## src/rtl/blink_pkg.sv

```systemverilog
// Shared types and constants for the blink_sequencer LED/debug-pin pattern player.
// Optional PWM brightness is enabled with the BLINK_PWM_EN macro.
package blink_pkg;

  typedef enum logic {
    IDLE = 1'b0,
    RUN  = 1'b1
  } ch_state_e;

  localparam int NUM_CH_DEF    = 4;
  localparam int PATTERN_W_DEF = 32;
  localparam int CH_W          = $clog2(NUM_CH_DEF);
  localparam int IDX_W         = $clog2(PATTERN_W_DEF);

  // Morse SOS, LSB first, with trailing zero steps as the inter-word gap.
  localparam logic [PATTERN_W_DEF-1:0] SOS_PATTERN = 32'b101010001110111011100010101;

endpackage

```

## src/rtl/blink_prescaler.sv

```systemverilog
// Free-running step prescaler: counts 0..TICK_DIV-1 and pulses tick_o on the last count.
module blink_prescaler #(
  parameter int TICK_DIV = 4
) (
  input  logic clk_i,
  input  logic rst_ni,
  output logic tick_o
);

  localparam int CNT_W = $clog2(TICK_DIV);

  logic [CNT_W-1:0] cnt_q, cnt_d;

  assign tick_o = (cnt_q == CNT_W'(TICK_DIV - 1));

  always_comb begin
    cnt_d = tick_o ? '0 : cnt_q + CNT_W'(1);
  end

  always_ff @(posedge clk_i or negedge rst_ni) begin
    if (!rst_ni) cnt_q <= '0;
    else         cnt_q <= cnt_d;
  end

endmodule

```

## src/rtl/blink_sequencer.sv

```systemverilog
// Multi-channel pattern blinker with per-channel valid/ready pattern loading.
// Define BLINK_PWM_EN to add the cfg_bright input and 16-step PWM dimming of led.
module blink_sequencer
  import blink_pkg::*;
#(
  parameter int                   NUM_CH          = NUM_CH_DEF,
  parameter int                   PATTERN_W       = PATTERN_W_DEF,
  parameter int                   TICK_DIV        = 2097152,
  parameter logic [PATTERN_W-1:0] DEFAULT_PATTERN = PATTERN_W'(SOS_PATTERN)
) (
  input  logic                         CLK_CPU,
  input  logic                         reset,
  input  logic                         cfg_valid,
  output logic                         cfg_ready,
  input  logic [$clog2(NUM_CH)-1:0]    cfg_ch,
  input  logic [PATTERN_W-1:0]         cfg_pattern,
  input  logic [$clog2(PATTERN_W)-1:0] cfg_len,
  input  logic                         cfg_oneshot,
`ifdef BLINK_PWM_EN
  input  logic [3:0]                   cfg_bright,
`endif
  input  logic [NUM_CH-1:0]            clear,
  output logic [NUM_CH-1:0]            led,
  output logic [NUM_CH-1:0]            done
);

  localparam int CW = $clog2(NUM_CH);
  localparam int IW = $clog2(PATTERN_W);

  logic              tick;
  logic [NUM_CH-1:0] pend_vec;

  blink_prescaler #(.TICK_DIV(TICK_DIV)) u_presc (
    .clk_i (CLK_CPU),
    .rst_ni(reset),
    .tick_o(tick)
  );

`ifdef BLINK_PWM_EN
  logic [3:0] pwm_q, pwm_d;

  assign pwm_d = pwm_q + 4'd1;

  always_ff @(posedge CLK_CPU or negedge reset) begin
    if (!reset) pwm_q <= 4'd0;
    else        pwm_q <= pwm_d;
  end
`endif

  always_comb begin
    cfg_ready = 1'b0;
    for (int c = 0; c < NUM_CH; c++) begin
      if (cfg_ch == CW'(c)) cfg_ready = !pend_vec[c] && !clear[c];
    end
  end

  for (genvar c = 0; c < NUM_CH; c++) begin : g_ch
    localparam ch_state_e              RST_ST  = (c == 0) ? RUN : IDLE;
    localparam logic [PATTERN_W-1:0] RST_PAT = (c == 0) ? DEFAULT_PATTERN : '0;
    localparam logic [IW-1:0]        RST_LEN = (c == 0) ? IW'(PATTERN_W - 1) : '0;

    ch_state_e            st_q, st_d;
    logic [PATTERN_W-1:0] pat_q, pat_d, ppat_q, ppat_d;
    logic [IW-1:0]        len_q, len_d, plen_q, plen_d, idx_q, idx_d;
    logic                 os_q, os_d, pos_q, pos_d;
    logic                 pend_q, pend_d, done_q, done_d, led_q, led_d;
    logic                 accept;
`ifdef BLINK_PWM_EN
    logic [3:0]           br_q, br_d, pbr_q, pbr_d;
`endif

    assign accept      = cfg_valid && cfg_ready && (cfg_ch == CW'(c));
    assign pend_vec[c] = pend_q;
    assign led[c]      = led_q;
    assign done[c]     = done_q;

    always_comb begin
      st_d   = st_q;
      pat_d  = pat_q;
      len_d  = len_q;
      idx_d  = idx_q;
      os_d   = os_q;
      pend_d = pend_q;
      ppat_d = ppat_q;
      plen_d = plen_q;
      pos_d  = pos_q;
      done_d = 1'b0;
`ifdef BLINK_PWM_EN
      br_d   = br_q;
      pbr_d  = pbr_q;
`endif
      if (clear[c]) begin
        st_d   = IDLE;
        pend_d = 1'b0;
        idx_d  = '0;
      end else begin
        if (accept) begin
          pend_d = 1'b1;
          ppat_d = cfg_pattern;
          plen_d = cfg_len;
          pos_d  = cfg_oneshot;
`ifdef BLINK_PWM_EN
          pbr_d  = cfg_bright;
`endif
        end
        // A pending load always wins over stepping at the tick boundary.
        if (tick) begin
          if (pend_q) begin
            st_d   = RUN;
            pat_d  = ppat_q;
            len_d  = plen_q;
            os_d   = pos_q;
            idx_d  = '0;
            pend_d = 1'b0;
`ifdef BLINK_PWM_EN
            br_d   = pbr_q;
`endif
          end else if (st_q == RUN) begin
            if (idx_q < len_q) begin
              idx_d = idx_q + IW'(1);
            end else if (!os_q) begin
              idx_d = '0;
            end else begin
              st_d   = IDLE;
              idx_d  = '0;
              done_d = 1'b1;
            end
          end
        end
      end
`ifdef BLINK_PWM_EN
      led_d = (st_d == RUN) && pat_d[idx_d] && (pwm_d < br_d);
`else
      led_d = (st_d == RUN) && pat_d[idx_d];
`endif
    end

    always_ff @(posedge CLK_CPU or negedge reset) begin
      if (!reset) begin
        st_q   <= RST_ST;
        pat_q  <= RST_PAT;
        len_q  <= RST_LEN;
        idx_q  <= '0;
        os_q   <= 1'b0;
        pend_q <= 1'b0;
        ppat_q <= '0;
        plen_q <= '0;
        pos_q  <= 1'b0;
        done_q <= 1'b0;
        led_q  <= 1'b0;
`ifdef BLINK_PWM_EN
        br_q   <= (c == 0) ? 4'hF : 4'h0;
        pbr_q  <= 4'h0;
`endif
      end else begin
        st_q   <= st_d;
        pat_q  <= pat_d;
        len_q  <= len_d;
        idx_q  <= idx_d;
        os_q   <= os_d;
        pend_q <= pend_d;
        ppat_q <= ppat_d;
        plen_q <= plen_d;
        pos_q  <= pos_d;
        done_q <= done_d;
        led_q  <= led_d;
`ifdef BLINK_PWM_EN
        br_q   <= br_d;
        pbr_q  <= pbr_d;
`endif
      end
    end
  end

endmodule

```

## config.mk

```make
export PLATFORM = sky130hd
export DESIGN_NAME = blink_sequencer
export DESIGN_NICKNAME = d
export VERILOG_FILES = /design/src/rtl/blink_pkg.sv /design/src/rtl/blink_prescaler.sv /design/src/rtl/blink_sequencer.sv
export SDC_FILE = /design/constraint.sdc
export NUM_CORES = 1
export LEC_CHECK = 0
export ABC_AREA = 1
export BUFFER_PORTS_ARGS = -buffer_cell sky130_fd_sc_hd__clkbuf_2
export CAP_MARGIN = 20
export CORE_MARGIN = 5
export CORE_UTILIZATION = 40
export DETAILED_ROUTE_END_ITERATION = 8
export MAX_ROUTING_LAYER = met4
export PLACE_DENSITY = 0.67
export RECOVER_POWER = 100
export REMOVE_ABC_BUFFERS = 1
export SLEW_MARGIN = 30
export SYNTH_ARGS = -nofsm -noshare
export SYNTH_HDL_FRONTEND = slang
export SYNTH_SLANG_ARGS = --single-unit
export TNS_END_PERCENT = 100
```

## constraint.sdc

```tcl
create_clock -name CLK_CPU -period 2.53 [get_ports CLK_CPU]
set_input_delay 0.253 -clock CLK_CPU [delete_from_list [all_inputs] [get_ports CLK_CPU]]
set_output_delay 0.253 -clock CLK_CPU [all_outputs]
set_load 0.005 [all_outputs]
```

After elaboration in Yosys (flattened, before gate mapping):

Index checks and enable logic that the tools add are counted.

* flip-flop bits (word level): 361
* latch bits: 0
* bits in writable memories: 0
* bits in read-only memories: 0
* word-level logic and storage cells: 205
* memories kept: 0

* add/sub/neg operators: 5
* $mul: 0
* divide/modulo/power cells: 0
* order comparisons: 8
* equality and inequality tests: 4
* shift-type cells: 0
* multiplexer cells: 109
* bitwise gates (word level): 4
* reductions and logical operators: 30

Operator list (count)
* 32-bit 2-to-1 mux: 12
* 5-bit 2-to-1 mux: 20
* 1-bit 2-to-1 mux: 72
* 5-bit by 6-bit less-than comparator with 1-bit output, second input constant: 4
* 21-bit by 1-bit adder with 21-bit output, second input constant: 1
* 21-bit == test, second input constant: 1
* 21-bit 2-to-1 mux: 1
* 5-bit by 1-bit adder with 5-bit output, second input constant: 4
* 1-bit binary-select mux with 5-bit select: 4
* 5-bit less-than comparator: 4
* 1-bit logical AND: 13
* 3-bit AND reduction: 4
* 1-bit logical NOT: 8
* 2-bit AND reduction: 4
* 2-bit == test, second input constant: 2
* 1-bit NOT: 4
* 2-bit by 1-bit == test with 1-bit output, second input constant: 1
* 2-bit logical NOT: 1

Logic depth before layout (Yosys ltp):

* depth after elaboration: 12
* gate-level depth with buffers: 20
* gate-level depth less buffers: 19

By module:

A second synthesis with hierarchy kept.

* cells, all modules: 1931
* area, all modules: 16229.3 µm²

Modules (own cells, without submodules)
* blink_sequencer: times used 1, cells each 1789, area an instance 15075.7 µm², seq. area each 8534.4 µm²
* blink_prescaler: times used 1, cells each 142, area an instance 1153.6 µm², seq. area each 525.5 µm²

Worst setup path after synthesis:

OpenSTA, ideal clock, no wires.

* path kind: register to register
* from: register u_presc.cnt_q[0]
* to: register g_ch[3].led_q
* setup time: 116 ps
* arrival time: 2270 ps
* data required time: 2414 ps
* path slack: 144 ps
* stages on the path, launching flop included: 20
* buffers on the path: 3
* clock period less this slack: 2386 ps
* cell sequence: dfrtp_1 -> ha_1 -> nand2_1 -> nor2_2 -> nand2_4 -> nor2_8 -> nand2_2 -> buf_6 -> buf_6 -> buf_6 -> nand2_1 -> nand2_1 -> a21oi_4 -> nand3_1 -> nand3_1 -> nand3_1 -> nand2_1 -> nand2_1 -> nand2_1 -> nor2_2

* longest elaborated chain between the ends: 6

Ends and longest elaborated chain
* start, declared: line blink_prescaler.sv:12 `logic [CNT_W-1:0] cnt_q, cnt_d;`
* start signal, assigned: line blink_prescaler.sv:22 `else cnt_q <= cnt_d;`
* 21-bit == test: line blink_prescaler.sv:14 `assign tick_o = (cnt_q == CNT_W'(TICK_DIV - 1));`
* 5-bit 2-to-1 mux: line blink_sequencer.sv:107 `if (tick) begin`
* 5-bit 2-to-1 mux: line blink_sequencer.sv:92 `if (clear[c]) begin`
* named net g_ch[3].idx_d[1]: line blink_sequencer.sv:64 `logic [IW-1:0] len_q, len_d, plen_q, plen_d, idx_q, idx_d;`
* 1-bit binary-select mux with 5-bit select: line blink_sequencer.sv:134 `led_d = (st_d == RUN) && pat_d[idx_d];`
* 1-bit 2-to-1 mux (implied by the code): line blink_sequencer.sv:134
* 1-bit logical AND: line blink_sequencer.sv:134
* named net g_ch[3].led_d: line blink_sequencer.sv:66 `logic pend_q, pend_d, done_q, done_d, led_q, led_d;`
* end signal, assigned: line blink_sequencer.sv:166 `led_q <= led_d;`
* end, declared: line blink_sequencer.sv:66

The timed path passes the listed nets, and every way through them passes these cells. The select of a mux whose other input is x is not followed.
A chain may end at the register's enable or synchronous reset.

Final worst setup path:

* from: register u_presc.cnt_q[1]
* to: register g_ch[1].led_q

* longest elaborated chain between the ends: 6

Ends and longest elaborated chain (line)
* 21-bit == test *: blink_prescaler.sv:14
* 32-bit 2-to-1 mux / 5-bit 2-to-1 mux (equally long branches): blink_sequencer.sv:107
* 32-bit 2-to-1 mux / 5-bit 2-to-1 mux (equally long branches): blink_sequencer.sv:92
* 1-bit binary-select mux with 5-bit select: blink_sequencer.sv:134
* 1-bit 2-to-1 mux (implied by the code): blink_sequencer.sv:134
* 1-bit logical AND *: blink_sequencer.sv:134
* named net g_ch[1].led_d: blink_sequencer.sv:66
* end signal, assigned: blink_sequencer.sv:166
* end, declared: blink_sequencer.sv:66

The timed path passes the listed nets; every way through them passes the cells marked *. The select of a mux whose other input is x is not followed.

==> run summary <==
The main flop type after synthesis is sky130_fd_sc_hd__dfrtp_1. The data required time at the worst endpoint is ~3000 ps. The worst slack after detailed placement came out at -236 ps.

The via count of the first global-routing pass is ~16,000. In this run the critical register-to-register path is launched from u_presc.cnt_q[1]$_DFF_PN0_. The internal power of the cells totals between 0.01 and 0.015 W.

The max-slew violation count is 62. The flow ran to the end, but the final reports show violations. By area, the combinational part of the netlist is dominated by simple AND/OR/NAND/NOR gates. The checks that failed: max-capacitance violations, max-slew violations, negative setup slack. The path class of the tightest hold or removal check is input pin to register. The maximum number of pins on one net before global-route repair is 78. The final hold violation count came out at 0. Ranked by instance count, the synthesized netlist is headed by 636 x sky130_fd_sc_hd__nand2_1, 340 x sky130_fd_sc_hd__dfrtp_1, 275 x sky130_fd_sc_hd__o21ai_0. The placed cell count came out at 3,058. For this design, the slowest cell found on the critical path is sky130_fd_sc_hd__dfrtp_1. The total CTS buffers is between 40 and 50. Setup repair after global routing could not meet its margin everywhere. Summing every instance area after synthesis gives ~19,000 µm². The count of different cell masters after synthesis came out at 35.

The worst slew margin relative to its limit is -35.2%. The longest individual stage delay on the worst path came out at between 300 and 400 ps. The slew at the pin closest to its max-slew limit came out at just over 2000 ps. Net switching is between 20% and 30% of the power.

Across the VDD grid, the largest voltage drop is ~0.00064 V. The worst path setup slack after routing is -29.3 ps. The number of I/O pins came out at 56. The parity-gate share of the synthesized area counting xor and xnor cells is less than 1%. The power per cell area is around 700 nW/µm². The number of cell instances on the worst register-to-register path is 19. The average vias per placed instance is 5.22. Dividing the synthesized area by the synthesized cell count gives about 7.7 µm². The detailed router finished its first iteration with ~1,400 violations. The tightest hold margin came out at approximately 60 ps.

The floorplan has 79 rows. The part of the power in registers is between 40% and 50%. The portion of synthesized cell area occupied by the leading cell type came out at a little under half.

For this run, the top clock speed supported by timing is between 0.3 and 0.4 GHz. The weighted congestion at the end of routability-driven global placement came out at between 0.9 and 1. The H-tree was split into 2 levels. The initial antenna violation count was 9.

The instance count of the mapped netlist is ~2,400. After detailed routing, the average wire length per cell comes to about 17 µm. The path with the worst hold slack has its endpoint at g_ch[2].ppat_q[13]$_DFFE_PN0P_. The clock reaches the later pin of the worst-skew pair after between 500 and 600 ps. The area growth from synthesis to layout is 18.7%. The core region area is 46,400 µm².

The beginning of the worst hold path is cfg_pattern[13]. The compound-gate portion of the synthesized area is between 15 and 20%. In this run the worst path has a maximum fanout of 16. In this run the critical register-to-register path is captured at g_ch[1].led_q$_DFF_PN0_. In this run the power spent charging and discharging nets is roughly 0.0045 W.

The count of max-cap constraint violations is 1. The die extent in x came out at 226 µm. During synthesis, Yosys emitted a total of 0 warnings. Setup violations remaining at the end of the flow were counted as 1. Walking the worst path, the cells encountered are ha_2, nand2_2, nor2_4, nand3_2, nor2_4, buf_4, nand4_1, nand2_1, nor2_4, buf_12, buf_4, nand2_1, nand3_1, nand3_1, nand3_1, nand2_1, nand2_1, nand2_1, nor2_2. The clock network fraction of total power came out at just under 40%. The worst setup path is captured at a register. The final critical delay including setup and external delays came out at ~2600 ps.

The initial utilization of the core area, before any placement, comes to 40.2%. The number of flops mapped to enable cells by yosys came out at 0. TritonCTS built the clock tree.

The area of the die is 51,000 µm². The final core utilization is ~48%. The sequential share of the synthesized area came out at around half. The number of non-filler instances in the completed layout came out at roughly 3,200. The worst endpoint data arrival time is 3030 ps. The height of the die is 226 µm. Tracing the worst setup path back leads to its startpoint at u_presc.cnt_q[1]$_DFF_PN0_. In the post-synthesis netlist, the cell with the most instances is sky130_fd_sc_hd__nand2_1.

The count of clock tree sinks came out at ~360. The worst setup path is launched from a register. The static leakage power is ~11 nW. The setup slack on the worst flop-to-flop path came out at -30 ps. Counting flops and latches in the post-synthesis netlist gives 361. sky130_fd_sc_hd__dfrtp_1 takes more of the synthesized area than any other cell. Adding up every negative setup slack in the final design gives -29.3 ps. The longest clock path from root to sink contains 3 buffers. Summed over all nets, the half-perimeter wirelength after detailed placement is 36,400 µm. Along the worst hold path, the cell count comes to 3. In the global route stage, overall resource usage came out at between 20 and 25%. The simple-gate share of the synthesized area came out at 24.2%. The clock tree root buffer cell is sky130_fd_sc_hd__clkbuf_16. The number of iterations in the first detailed-routing pass is 6. The final route contains around 17,000 vias.

The final routed DRC violation total is 0. Combinational cells account for between 10% and 20% of the total power. The share of synthesized area spent on multiplexers is less than 1%. In the post-synthesis netlist, the biggest area contributors are sky130_fd_sc_hd__dfrtp_1 46%, sky130_fd_sc_hd__nand2_1 13%, sky130_fd_sc_hd__o21ai_0 7.4%. For this run, the post-layout net count is between 2,000 and 3,000.

In this run the tool buffered the top-level ports with between 50 and 60 buffer cells. The clock slew seen by the registers of the worst setup and hold paths is about 60 ps. Of the cells placed in the final design, the portion with a size suffix greater than 1 is approximately 16%. The number of routed nets with antenna violations is 0. The setup path with the least slack is of type register to register. By instance count, the cell type seen most on the critical path is sky130_fd_sc_hd__nand2_1.

The total wire length came out at 55,300 µm. The period utilization is 101%. The global-route wire length before repair came out at 86,600 µm. The post-synthesis async set-or-reset flop share is 100%. The worst setup skew after layout is ~22 ps.

The adder and majority cell fraction of the synthesized area is under 10%. For this run the aggregate overflow at the end of global routing stands at 0.
registers in the layout, indices dropped and copies added (netlist names):
signal,cells
g_ch.pat_q,128
g_ch.ppat_q,128
u_presc.cnt_q,21
g_ch.idx_q,20
g_ch.len_q,20
g_ch.plen_q,20
g_ch.done_q,4
g_ch.led_q,4
g_ch.os_q,4
g_ch.pend_q,4
g_ch.pos_q,4
g_ch.st_q,4
metrics by stage:
step                power [W]  area (µm²)
floorplan             0.00880       17900
global placement      0.00959       20000
detailed placement    0.00972       20000
CTS                    0.0159       21600
global route           0.0166       22100
finish                 0.0158       22100
kinds of logic (layout without fill, tap and decap cells):
family	count (synthesis)	after routing
AOI/OAI and AO/OA	561	561
xor gates and xnor gates	12	12
adders and majority gates	21	21
buffers and inverters	383	521
DFF	361	361
muxes	8	8
other	0	1
and+or+nand+nor	1084	1085
worst max-delay path by stage:
| stage | to | slack [ps] | depth (start not counted) |
|---|---|---|---|
| 6_report | g_ch[1].led_q$_DFF_PN0_ | -30 | 19 |
| 3_5_place_dp | g_ch[0].led_q$_DFF_PN0_ | -240 | 16 |
| 4_1_cts | g_ch[0].led_q$_DFF_PN0_ | -20 | 18 |
| 2_1_floorplan | g_ch[2].led_q$_DFF_PN0_ | -2110 | 14 |
| 5_1_grt | g_ch[0].led_q$_DFF_PN0_ | -180 | 17 |
| 3_3_place_gp | g_ch[0].led_q$_DFF_PN0_ | -220 | 17 |
power groups by stage:
stage                     Combinational (W)  Clock [W]  Sequential [W]
after floorplan                     0.00158          0         0.00722
after global placement              0.00225          0         0.00734
after detailed placement            0.00234          0         0.00738
after CTS                           0.00238    0.00624         0.00729
after global routing                0.00278    0.00647         0.00739
final                               0.00239    0.00611         0.00729
cells in the final DEF (no fill, tap or decap), types with 11 or more instances in the layout:
master | synthesis | routed
sky130_fd_sc_hd__a21oi_1 | 138 | 125
sky130_fd_sc_hd__a21oi_2 | 39 | 50
sky130_fd_sc_hd__buf_12 | 0 | 19
sky130_fd_sc_hd__buf_4 | 10 | 112
sky130_fd_sc_hd__clkbuf_1 | 95 | 13
sky130_fd_sc_hd__clkbuf_16 | 0 | 44
sky130_fd_sc_hd__clkbuf_2 | 1 | 56
sky130_fd_sc_hd__dfrtp_1 | 340 | 337
sky130_fd_sc_hd__dfstp_2 | 21 | 21
sky130_fd_sc_hd__ha_1 | 21 | 18
sky130_fd_sc_hd__inv_1 | 240 | 232
sky130_fd_sc_hd__inv_2 | 3 | 11
sky130_fd_sc_hd__nand2_1 | 636 | 625
sky130_fd_sc_hd__nand2_2 | 3 | 11
sky130_fd_sc_hd__nand3_1 | 188 | 172
sky130_fd_sc_hd__nand3_2 | 3 | 18
sky130_fd_sc_hd__nand4_1 | 17 | 17
sky130_fd_sc_hd__nor2_1 | 196 | 192
sky130_fd_sc_hd__nor2_4 | 4 | 11
sky130_fd_sc_hd__nor3_1 | 13 | 13
sky130_fd_sc_hd__o21ai_0 | 275 | 273
sky130_fd_sc_hd__o21ai_1 | 100 | 102
area by class of cell:
class / count / area (µm²)
fill: 4398 / 24200
sequential: 361 / 9060
multi-input combinational: 1687 / 8260
timing repair buffer: 204 / 1740
clock buffer: 64 / 1220
inverter: 243 / 912
tap: 607 / 759
clock inverter: 10 / 155
antenna: 1 / 2.50
per-layer routing:
metal / vias up / track usage (%) / part of all wire [%]
li1: 8076 / - / -
met1: 7980 / 29.9 / 45
met2: 433 / 34.5 / 46
met3: 106 / 2.79 / 5.2
met4: 0 / 7.65 / 3.4
met5: - / - / 0
critical path, delay by kind of cell, from the launching register on:
kind / cells / cell delay, ps
adder cells (fa/ha/maj): 1 / 190
AND/OR/NAND/NOR: 15 / 1500
flip-flops: 1 / 360
buffers and inverters: 3 / 390
what timing repair did:
item	in CTS	in global routing
endpoints found under the hold margin	60	0
buffers inserted	9	27
pin swaps	11	22
hold buffers	5	0
endpoints found under the setup margin	4	4
gates cloned	0	3
resized for setup	31	51
No activity file was read; power rests on OpenSTA's default activity.
